`src/rtl/demux_router.sv`:
```
// demux_router: steers one input stream to NUM_OUT output channels, picked by `s`.
// Each channel has a 1-deep registered slot with valid/ready handshaking.
//
// Ports:
//   clk        rising-edge clock
//   rst        asynchronous active-low reset
//   in_valid   input word valid
//   in_ready   input word accepted when in_valid && in_ready (combinational)
//   in         input data word
//   s          destination channel, sampled with `in`
//   op_valid   per-channel slot full
//   op_ready   per-channel consumer ready
//   op         flattened channel data, channel k at [k*DATA_W +: DATA_W]
//   err_sel    sticky: a word was accepted with s >= NUM_OUT
//   err_clr    synchronous clear of err_sel (a same-cycle set wins)
//   fwd_count  wrapping count of words loaded into a channel slot
module demux_router #(
  parameter int unsigned DATA_W  = 8,
  parameter int unsigned NUM_OUT = 4,
  parameter int unsigned SEL_W   = 2,
  parameter int unsigned CNT_W   = 16
) (
  input  logic                      clk,
  input  logic                      rst,
  input  logic                      in_valid,
  output logic                      in_ready,
  input  logic [DATA_W-1:0]         in,
  input  logic [SEL_W-1:0]          s,
  output logic [NUM_OUT-1:0]        op_valid,
  input  logic [NUM_OUT-1:0]        op_ready,
  output logic [NUM_OUT*DATA_W-1:0] op,
  output logic                      err_sel,
  input  logic                      err_clr,
  output logic [CNT_W-1:0]          fwd_count
);

  localparam int unsigned NumSel = 2 ** SEL_W;
  localparam logic [SEL_W:0] NumOutSel = (SEL_W + 1)'(NUM_OUT);

  logic [NUM_OUT-1:0]        full_q, full_d;
  logic [NUM_OUT*DATA_W-1:0] data_q, data_d;
  logic                      err_q, err_d;
  logic [CNT_W-1:0]          cnt_q, cnt_d;

  // Zero-padded to the full select range so any value of `s` indexes in bounds.
  logic [NumSel-1:0] full_ext, ready_ext;
  logic              sel_ok, accept, fill;

  assign full_ext  = NumSel'(full_q);
  assign ready_ext = NumSel'(op_ready);
  assign sel_ok    = {1'b0, s} < NumOutSel;

  // Out-of-range selects are always accepted and dropped so the producer never stalls.
  assign in_ready = sel_ok ? (!full_ext[s] || ready_ext[s]) : 1'b1;
  assign accept   = in_valid && in_ready;
  assign fill     = accept && sel_ok;

  always_comb begin
    full_d = full_q;
    data_d = data_q;
    err_d  = err_q;
    cnt_d  = cnt_q;
    for (int k = 0; k < NUM_OUT; k++) begin
      if (full_q[k] && op_ready[k]) begin
        full_d[k] = 1'b0;
      end
      // Fill after drain so a same-cycle refill keeps the slot full with no bubble.
      if (fill && (s == SEL_W'(k))) begin
        full_d[k]                    = 1'b1;
        data_d[k*DATA_W +: DATA_W]   = in;
      end
    end
    if (fill) begin
      cnt_d = cnt_q + CNT_W'(1);
    end
    if (err_clr) begin
      err_d = 1'b0;
    end
    if (accept && !sel_ok) begin
      err_d = 1'b1;
    end
  end

  always_ff @(posedge clk or negedge rst) begin
    if (!rst) begin
      full_q <= '0;
      data_q <= '0;
      err_q  <= 1'b0;
      cnt_q  <= '0;
    end else begin
      full_q <= full_d;
      data_q <= data_d;
      err_q  <= err_d;
      cnt_q  <= cnt_d;
    end
  end

  assign op_valid  = full_q;
  assign op        = data_q;
  assign err_sel   = err_q;
  assign fwd_count = cnt_q;

  // A stalled producer must hold its word and destination until accepted.
  property p_producer_hold;
    @(posedge clk) disable iff (!rst)
      (in_valid && !in_ready) |=> (in_valid && $stable(in) && $stable(s));
  endproperty
  a_producer_hold: assert property (p_producer_hold);

endmodule

```
`config.mk`:
```
export PLATFORM = sky130hd
export DESIGN_NAME = demux_router
export DESIGN_NICKNAME = d
export VERILOG_FILES = /design/src/rtl/demux_router.sv
export SDC_FILE = /design/constraint.sdc
export NUM_CORES = 1
export LEC_CHECK = 0
export ABC_AREA = 1
export BUFFER_PORTS_ARGS = -buffer_cell sky130_fd_sc_hd__buf_2
export CORE_MARGIN = 2
export CORE_UTILIZATION = 49
export CTS_BUF_LIST = sky130_fd_sc_hd__clkbuf_8
export CTS_CLUSTER_SIZE = 28
export DETAILED_ROUTE_END_ITERATION = 12
export PLACE_DENSITY = 0.77
export SYNTH_ARGS = -nofsm -noshare
export SYNTH_HDL_FRONTEND = slang
export SYNTH_SLANG_ARGS = --single-unit
```
`constraint.sdc`:
```
create_clock -name clk -period 1.3 [get_ports clk]
set_input_delay 0.195 -clock clk [delete_from_list [all_inputs] [get_ports clk]]
set_output_delay 0.195 -clock clk [all_outputs]
set_load 0.02 [all_outputs]
```
======== Word level (Yosys, flattened, before mapping) ========
Cells that the tools add are included.
word-level totals
  logic and storage cells ................. 42
  bits of input ports ..................... 18
  output and inout port bits .............. 54
  register bits after elaboration ......... 52
cells by class
  multiplexer cells ....................... 12
  equality and inequality tests ........... 3
  add/subtract/negate cells ............... 1
  $lt $le $gt $ge ......................... 1
  reductions and logical operators ........ 16
operator list
  kind                   number
  $add 16x1->16 const B  1
  $mux 1                 10
  $logic_and 1x1->1      9
  $reduce_bool 2->1      4
  $bmux 1 s2             2
  $eq 2x2->1 const B     2
  $lt 2x3->1 const B     1
  $eq 2x1->1 const B     1
  $logic_not 2->1        1
  $logic_not 1->1        1
  $logic_or 1x1->1       1

======== Depth between registers and ports, before layout ========
  depth after elaboration ................. 7
  mapped depth ............................ 12

======== Least setup slack after synthesis ========
No wires, ideal clock.
  kind .................................... reg2reg
  from .................................... register cnt_q[0] (netlist: fwd_count[0])
  to ...................................... register cnt_q[14] (netlist: fwd_count[14])
  cell stages (with the launch flop) ...... 9
  library setup time ...................... 0.117 ns
  clock period less this slack ............ 1.502 ns
  path buffers ............................ 0
  path slack .............................. -0.202 ns
  data required time ...................... 1.183 ns
  arrival ................................. 1.385 ns
  cells stage by stage .................... dfrtp_1 -> ha_1 -> nand3_1 -> nor2_1 -> nand3_1 -> nand2_1 -> nand2_1 -> nand2_1 -> nand2_1
between the ends
  cells in the longest elaborated chain, start to end .. 1
RTL lines
  element                   RTL line  text
  start: declaration        43        logic [CNT_W-1:0] cnt_q, cnt_d;
  start signal: assignment  94        cnt_q <= cnt_d;
  $add 16x1->16             74        cnt_d = cnt_q + CNT_W'(1);
No other way between the ends.
A chain may end at the register's enable or synchronous reset.

======== Final worst setup path ========
  from .................................... register full_q[3] (netlist: op_valid[3])
  to ...................................... output in_ready
between the ends
  cells in the longest elaborated chain, start to end .. 4
RTL lines
  element                       RTL line  text
  start: declaration            40        logic [NUM_OUT-1:0] full_q, full_d;
  start signal: assignment      91        full_q <= full_d;
  $bmux 1 s2                    54        assign in_ready = sel_ok ? (!full_ext[s] || ready_ext[s]) : 1'b1;
  $mux 1 (not written as such)  54
  $logic_not 1->1               54
  $logic_or 1x1->1              54
  end: declaration              26        output logic in_ready,
No other way between the ends. The select of a mux whose other input is x is not followed.

==> report_table.html <==
<table>
<tr><th>Metric</th><th>Value</th></tr>
<tr><th colspan="2">Status</th></tr>
<tr><td>Status</td><td>complete, but fails checks</td></tr>
<tr><td>Violations in the final reports</td><td>setup timing</td></tr>
<tr><th colspan="2">Worst setup path</th></tr>
<tr><td>Depth of the worst register-to-register path</td><td>10</td></tr>
<tr><td>Start-to-end type of the worst setup path</td><td>flip-flop to output pin</td></tr>
<tr><td>CP Cell Sequence</td><td>nand2_1 &gt; nand2_1 &gt; nand2_2 &gt; nand2_2 &gt; nand2_4 &gt; buf_6 &gt; buf_6</td></tr>
<tr><td>Start of the worst register-to-register path</td><td>op_valid[0]</td></tr>
<tr><td>Start point of the critical path</td><td>op_valid[3]</td></tr>
<tr><td>CP endpoint</td><td>in_ready</td></tr>
<tr><td>Worst Path Arrival</td><td>1.28 ns</td></tr>
<tr><td>Reg2Reg Capture Point</td><td>op[21]</td></tr>
<tr><td>Crit path max-delay family</td><td>simple AND/OR/NAND/NOR gates</td></tr>
<tr><td>Setup crit start kind</td><td>flip-flop</td></tr>
<tr><td>Critical path peak fanout</td><td>4</td></tr>
<tr><td>Worst-case register-to-register setup slack</td><td>-0.17 ns</td></tr>
<tr><td>Buffers and inverters on the worst path</td><td>2</td></tr>
<tr><td>Req. time, crit path</td><td>between 1 and 1.5 ns</td></tr>
<tr><td>Stage delay of the slowest cell on the critical path</td><td>between 0.3 and 0.4 ns</td></tr>
<tr><td>Number of cells on the critical path</td><td>7</td></tr>
<tr><td>Critical-path cell with the highest stage delay</td><td>sky130_fd_sc_hd__dfrtp_1</td></tr>
<tr><td>Sort of element at the end of the critical path</td><td>output pin</td></tr>
<tr><th colspan="2">Drt</th></tr>
<tr><td>Drt first pass iters</td><td>5</td></tr>
<tr><td>Total length of routed wires</td><td>just over 7000 µm</td></tr>
<tr><td>WL/cell</td><td>14.5 µm</td></tr>
<tr><td>Violation count after the first detailed-route iteration</td><td>171</td></tr>
<tr><td>Vias per inst</td><td>~5.3</td></tr>
<tr><td>DRC violations left</td><td>0</td></tr>
<tr><td>Via count</td><td>2661</td></tr>
<tr><td>Detail Route Antenna Nets</td><td>0</td></tr>
<tr><th colspan="2">Global route</th></tr>
<tr><td>Number of antenna violations at the first check in global routing</td><td>0</td></tr>
<tr><td>GR met1 Demand/Resource</td><td>0.297</td></tr>
<tr><td>Total track usage</td><td>0.239</td></tr>
<tr><td>Layer carrying the most global-route usage</td><td>met2</td></tr>
<tr><td>Met3 routing resource usage after global routing</td><td>0.0482</td></tr>
<tr><td>Vias in the first global route</td><td>between 2000 and 2500</td></tr>
<tr><td>Remaining global-route overflow</td><td>0</td></tr>
<tr><td>Pin count of the biggest net entering global routing</td><td>43</td></tr>
<tr><td>First-pass GRT wire length</td><td>about 11000 µm</td></tr>
<tr><td>Met2 Resource Use GR</td><td>0.412</td></tr>
<tr><th colspan="2">STA</th></tr>
<tr><td>Final number of setup-violating endpoints</td><td>50</td></tr>
<tr><td>Max frequency</td><td>between 600 and 700 MHz</td></tr>
<tr><td>Final worst slack</td><td>-0.179 ns</td></tr>
<tr><td>Minimum hold slack</td><td>between 0.05 and 0.06 ns</td></tr>
<tr><td>Transition time at the pin with the least slew margin</td><td>~0.58 ns</td></tr>
<tr><td>Max-Slew Margin vs Limit</td><td>0.611</td></tr>
<tr><td>Worst Skew</td><td>approximately 0.0045 ns</td></tr>
<tr><td>Final Hold Fails</td><td>0</td></tr>
<tr><td>Setup repair after global routing missed its margin</td><td>true</td></tr>
<tr><td>Clock period minus worst slack</td><td>1.48 ns</td></tr>
<tr><td>Part of the cycle the worst path needs</td><td>1.14</td></tr>
<tr><td>Final Max Slew Viols</td><td>0</td></tr>
<tr><th colspan="2">CTS</th></tr>
<tr><td>Clock transition at path regs</td><td>roughly 0.090 ns</td></tr>
<tr><td>Root buf cell</td><td>sky130_fd_sc_hd__clkbuf_8</td></tr>
<tr><td>Htree depth</td><td>2</td></tr>
<tr><td>Later-pin clock latency in the skew report</td><td>0.30 ns</td></tr>
<tr><td>CTS Sinks</td><td>52</td></tr>
<tr><td>Inserted Clock Buffers</td><td>5</td></tr>
<tr><td>Clock tree from TritonCTS</td><td>done</td></tr>
<tr><td>Longest Clk Path Bufs</td><td>2</td></tr>
<tr><th colspan="2">Floorplanning</th></tr>
<tr><td>Die height</td><td>76.7 µm</td></tr>
<tr><td>Core footprint</td><td>just over 5000 µm²</td></tr>
<tr><td>Initial cell density of the core</td><td>0.507</td></tr>
<tr><td>I/O pin count</td><td>72</td></tr>
<tr><td>Number of cell rows</td><td>26</td></tr>
<tr><td>Die span in x</td><td>about 77 µm</td></tr>
<tr><td>Die footprint</td><td>about 6000 µm²</td></tr>
<tr><th colspan="2">Layout</th></tr>
<tr><td>Area added between synthesis and finish</td><td>38.5%</td></tr>
<tr><td>Diodes inserted</td><td>0</td></tr>
<tr><td>Fraction of final layout cells with drive strength greater than 1</td><td>0.354</td></tr>
<tr><td>Fill cell total of the finished layout</td><td>394</td></tr>
<tr><td>Area occupied by multi-input gates</td><td>around 1300 µm²</td></tr>
<tr><td>Nets</td><td>450</td></tr>
<tr><td>Total area of sequential cells</td><td>1310 µm²</td></tr>
<tr><td>Final non-filler cell total</td><td>approximately 500</td></tr>
<tr><td>Top library cells by usage in the layout, fill and taps aside</td><td>137 x sky130_fd_sc_hd__nand2_1, 65 x sky130_fd_sc_hd__buf_2, 47 x sky130_fd_sc_hd__dfrtp_1</td></tr>
<tr><td>Leading cell type in the layout, fill and taps excluded</td><td>sky130_fd_sc_hd__nand2_1</td></tr>
<tr><th colspan="2">Place</th></tr>
<tr><td>HPWL Detailed</td><td>4830 µm</td></tr>
<tr><td>Cell total after placement</td><td>479</td></tr>
<tr><td>Placer congestion estimate</td><td>0.855</td></tr>
<tr><td>Post-Place Worst Slack</td><td>-0.230 ns</td></tr>
<tr><td>Port bufs</td><td>between 60 and 70</td></tr>
<tr><th colspan="2">Yosys</th></tr>
<tr><td>Synthesis warning total</td><td>0</td></tr>
<tr><td>Total of flip-flops plus latches after synthesis</td><td>52</td></tr>
<tr><td>Netlist area before placement</td><td>approximately 2600 µm²</td></tr>
<tr><td>Share of synthesized area occupied by flip-flops and latches</td><td>0.503</td></tr>
<tr><td>Netlist cell types</td><td>19</td></tr>
<tr><td>Mapped Avg Cell Area</td><td>about 8.0 µm²</td></tr>
<tr><td>Post-Syn Instances</td><td>roughly 320</td></tr>
<tr><td>Number of nets produced by synthesis</td><td>342</td></tr>
<tr><th colspan="2">Job</th></tr>
<tr><td>Count of maximum capacitance violations</td><td>0</td></tr>
<tr><th colspan="2">Min path</th></tr>
<tr><td>Min-delay worst type</td><td>input port to flip-flop</td></tr>
<tr><th colspan="2">Power and ir drop</th></tr>
<tr><td>Worst IR Drop VDD</td><td>around 0.84 mV</td></tr>
<tr><td>P_leak</td><td>roughly 1.9 nW</td></tr>
<tr><td>Pwr Density</td><td>roughly 1400 nW/µm²</td></tr>
<tr><td>Overall power</td><td>a little under 0.005 W</td></tr>
</table>
-- kinds of logic after synthesis --
kind of cell	after synthesis	share of synthesized area
buf+inv	31	0.0687
xor+xnor	7	0.0237
other cells	1	0.00145
compound gates	8	0.0155
fa+ha+maj	1	0.00483
flops	52	0.503
simple gates	223	0.383
-- worst min-delay path by stage --
stage | endpoint | cells after the start | slack, ns | from
after floorplan | fwd_count[0] | 0 | -0.10 | rst
after global placement | fwd_count[5] | 1 | 0.09 | rst
after detailed placement | fwd_count[2] | 1 | 0.1 | rst
after CTS | op_valid[0] | 2 | 0.07 | op_ready[0]
after global routing | op_valid[3] | 2 | 0.06 | op_ready[3]
final | op_valid[0] | 2 | 0.06 | op_ready[0]
-- what timing repair did --
item | in CTS | in global routing
hold endpoints to repair | 10 | 0
setup endpoints to repair | 40 | 53
pin swaps | 3 | 2
buffers inserted | 3 | 6
gates resized for setup | 17 | 29
cloned | 2 | 3
hold buffers | 1 | 0
-- sequential cells by signal (all words and copies together), names as in the netlist --
| name | cells |
|---|---|
| fwd_count | 16 |
| op_valid | 4 |
| op | 32 |
-- layout make-up --
type,instances,area share
Clock buffer,5,0.0192
Clock inverter,3,0.0108
Inverter,17,0.0189
Multi-Input combinational cell,243,0.353
Sequential cell,52,0.365
Tap cell,70,0.0244
Timing Repair Buffer,111,0.207
Timing Repair inverter,1,0.00209
-- metrics by stage --
stage          cell area [µm²]   util  TNS, ns
6_report                  3580  0.702    -5.56
5_1_grt                   3580  0.702    -8.94
4_1_cts                   3410  0.668    -1.92
3_5_place_dp              3180  0.622    -6.69
3_3_place_gp              3180  0.622    -4.42
2_1_floorplan             2610      -        0
-- Yosys cell counts --
library cell / number / share of area
sky130_fd_sc_hd__ha_1: 1 / 0.0048
sky130_fd_sc_hd__conb_1: 1 / 0.0014
sky130_fd_sc_hd__clkinv_1: 1 / 0.0014
sky130_fd_sc_hd__o21ai_0: 8 / 0.015
sky130_fd_sc_hd__nand2_2: 1 / 0.0024
sky130_fd_sc_hd__clkbuf_1: 4 / 0.0058
sky130_fd_sc_hd__nand4_1: 38 / 0.092
sky130_fd_sc_hd__nand3_1: 12 / 0.023
sky130_fd_sc_hd__nor2_8: 1 / 0.0077
sky130_fd_sc_hd__nand2_1: 149 / 0.22
sky130_fd_sc_hd__dfrtp_1: 52 / 0.50
sky130_fd_sc_hd__inv_1: 15 / 0.022
sky130_fd_sc_hd__buf_4: 2 / 0.0058
sky130_fd_sc_hd__nor2_1: 18 / 0.026
sky130_fd_sc_hd__buf_2: 1 / 0.0019
sky130_fd_sc_hd__buf_6: 7 / 0.030
sky130_fd_sc_hd__nand3_2: 4 / 0.015
sky130_fd_sc_hd__xnor2_1: 7 / 0.024
sky130_fd_sc_hd__inv_2: 1 / 0.0014
-- power breakdown --
part           internal [W]  total (W)  switching (W)  leakage [nW]
combinational      0.000644    0.00164        0.00100          1.17
clock              0.000564    0.00110       0.000533        0.0593
sequential          0.00192    0.00218       0.000260         0.662
-- per-layer routing --
metal | up-vias | wire, µm
met2 | 116 | 3730
met1 | 1255 | 2890
met3 | 15 | 526
li1 | 1275 | -
met4 | 0 | 123
met5 | - | 0
-- worst reg2reg max path, delay by kind of cell (launching register included) --
kind          cells  cell delay, ns
simple gates      8            0.64
flops             1            0.41
buf+inv           2            0.31
Power figures use the tool's default switching activity.
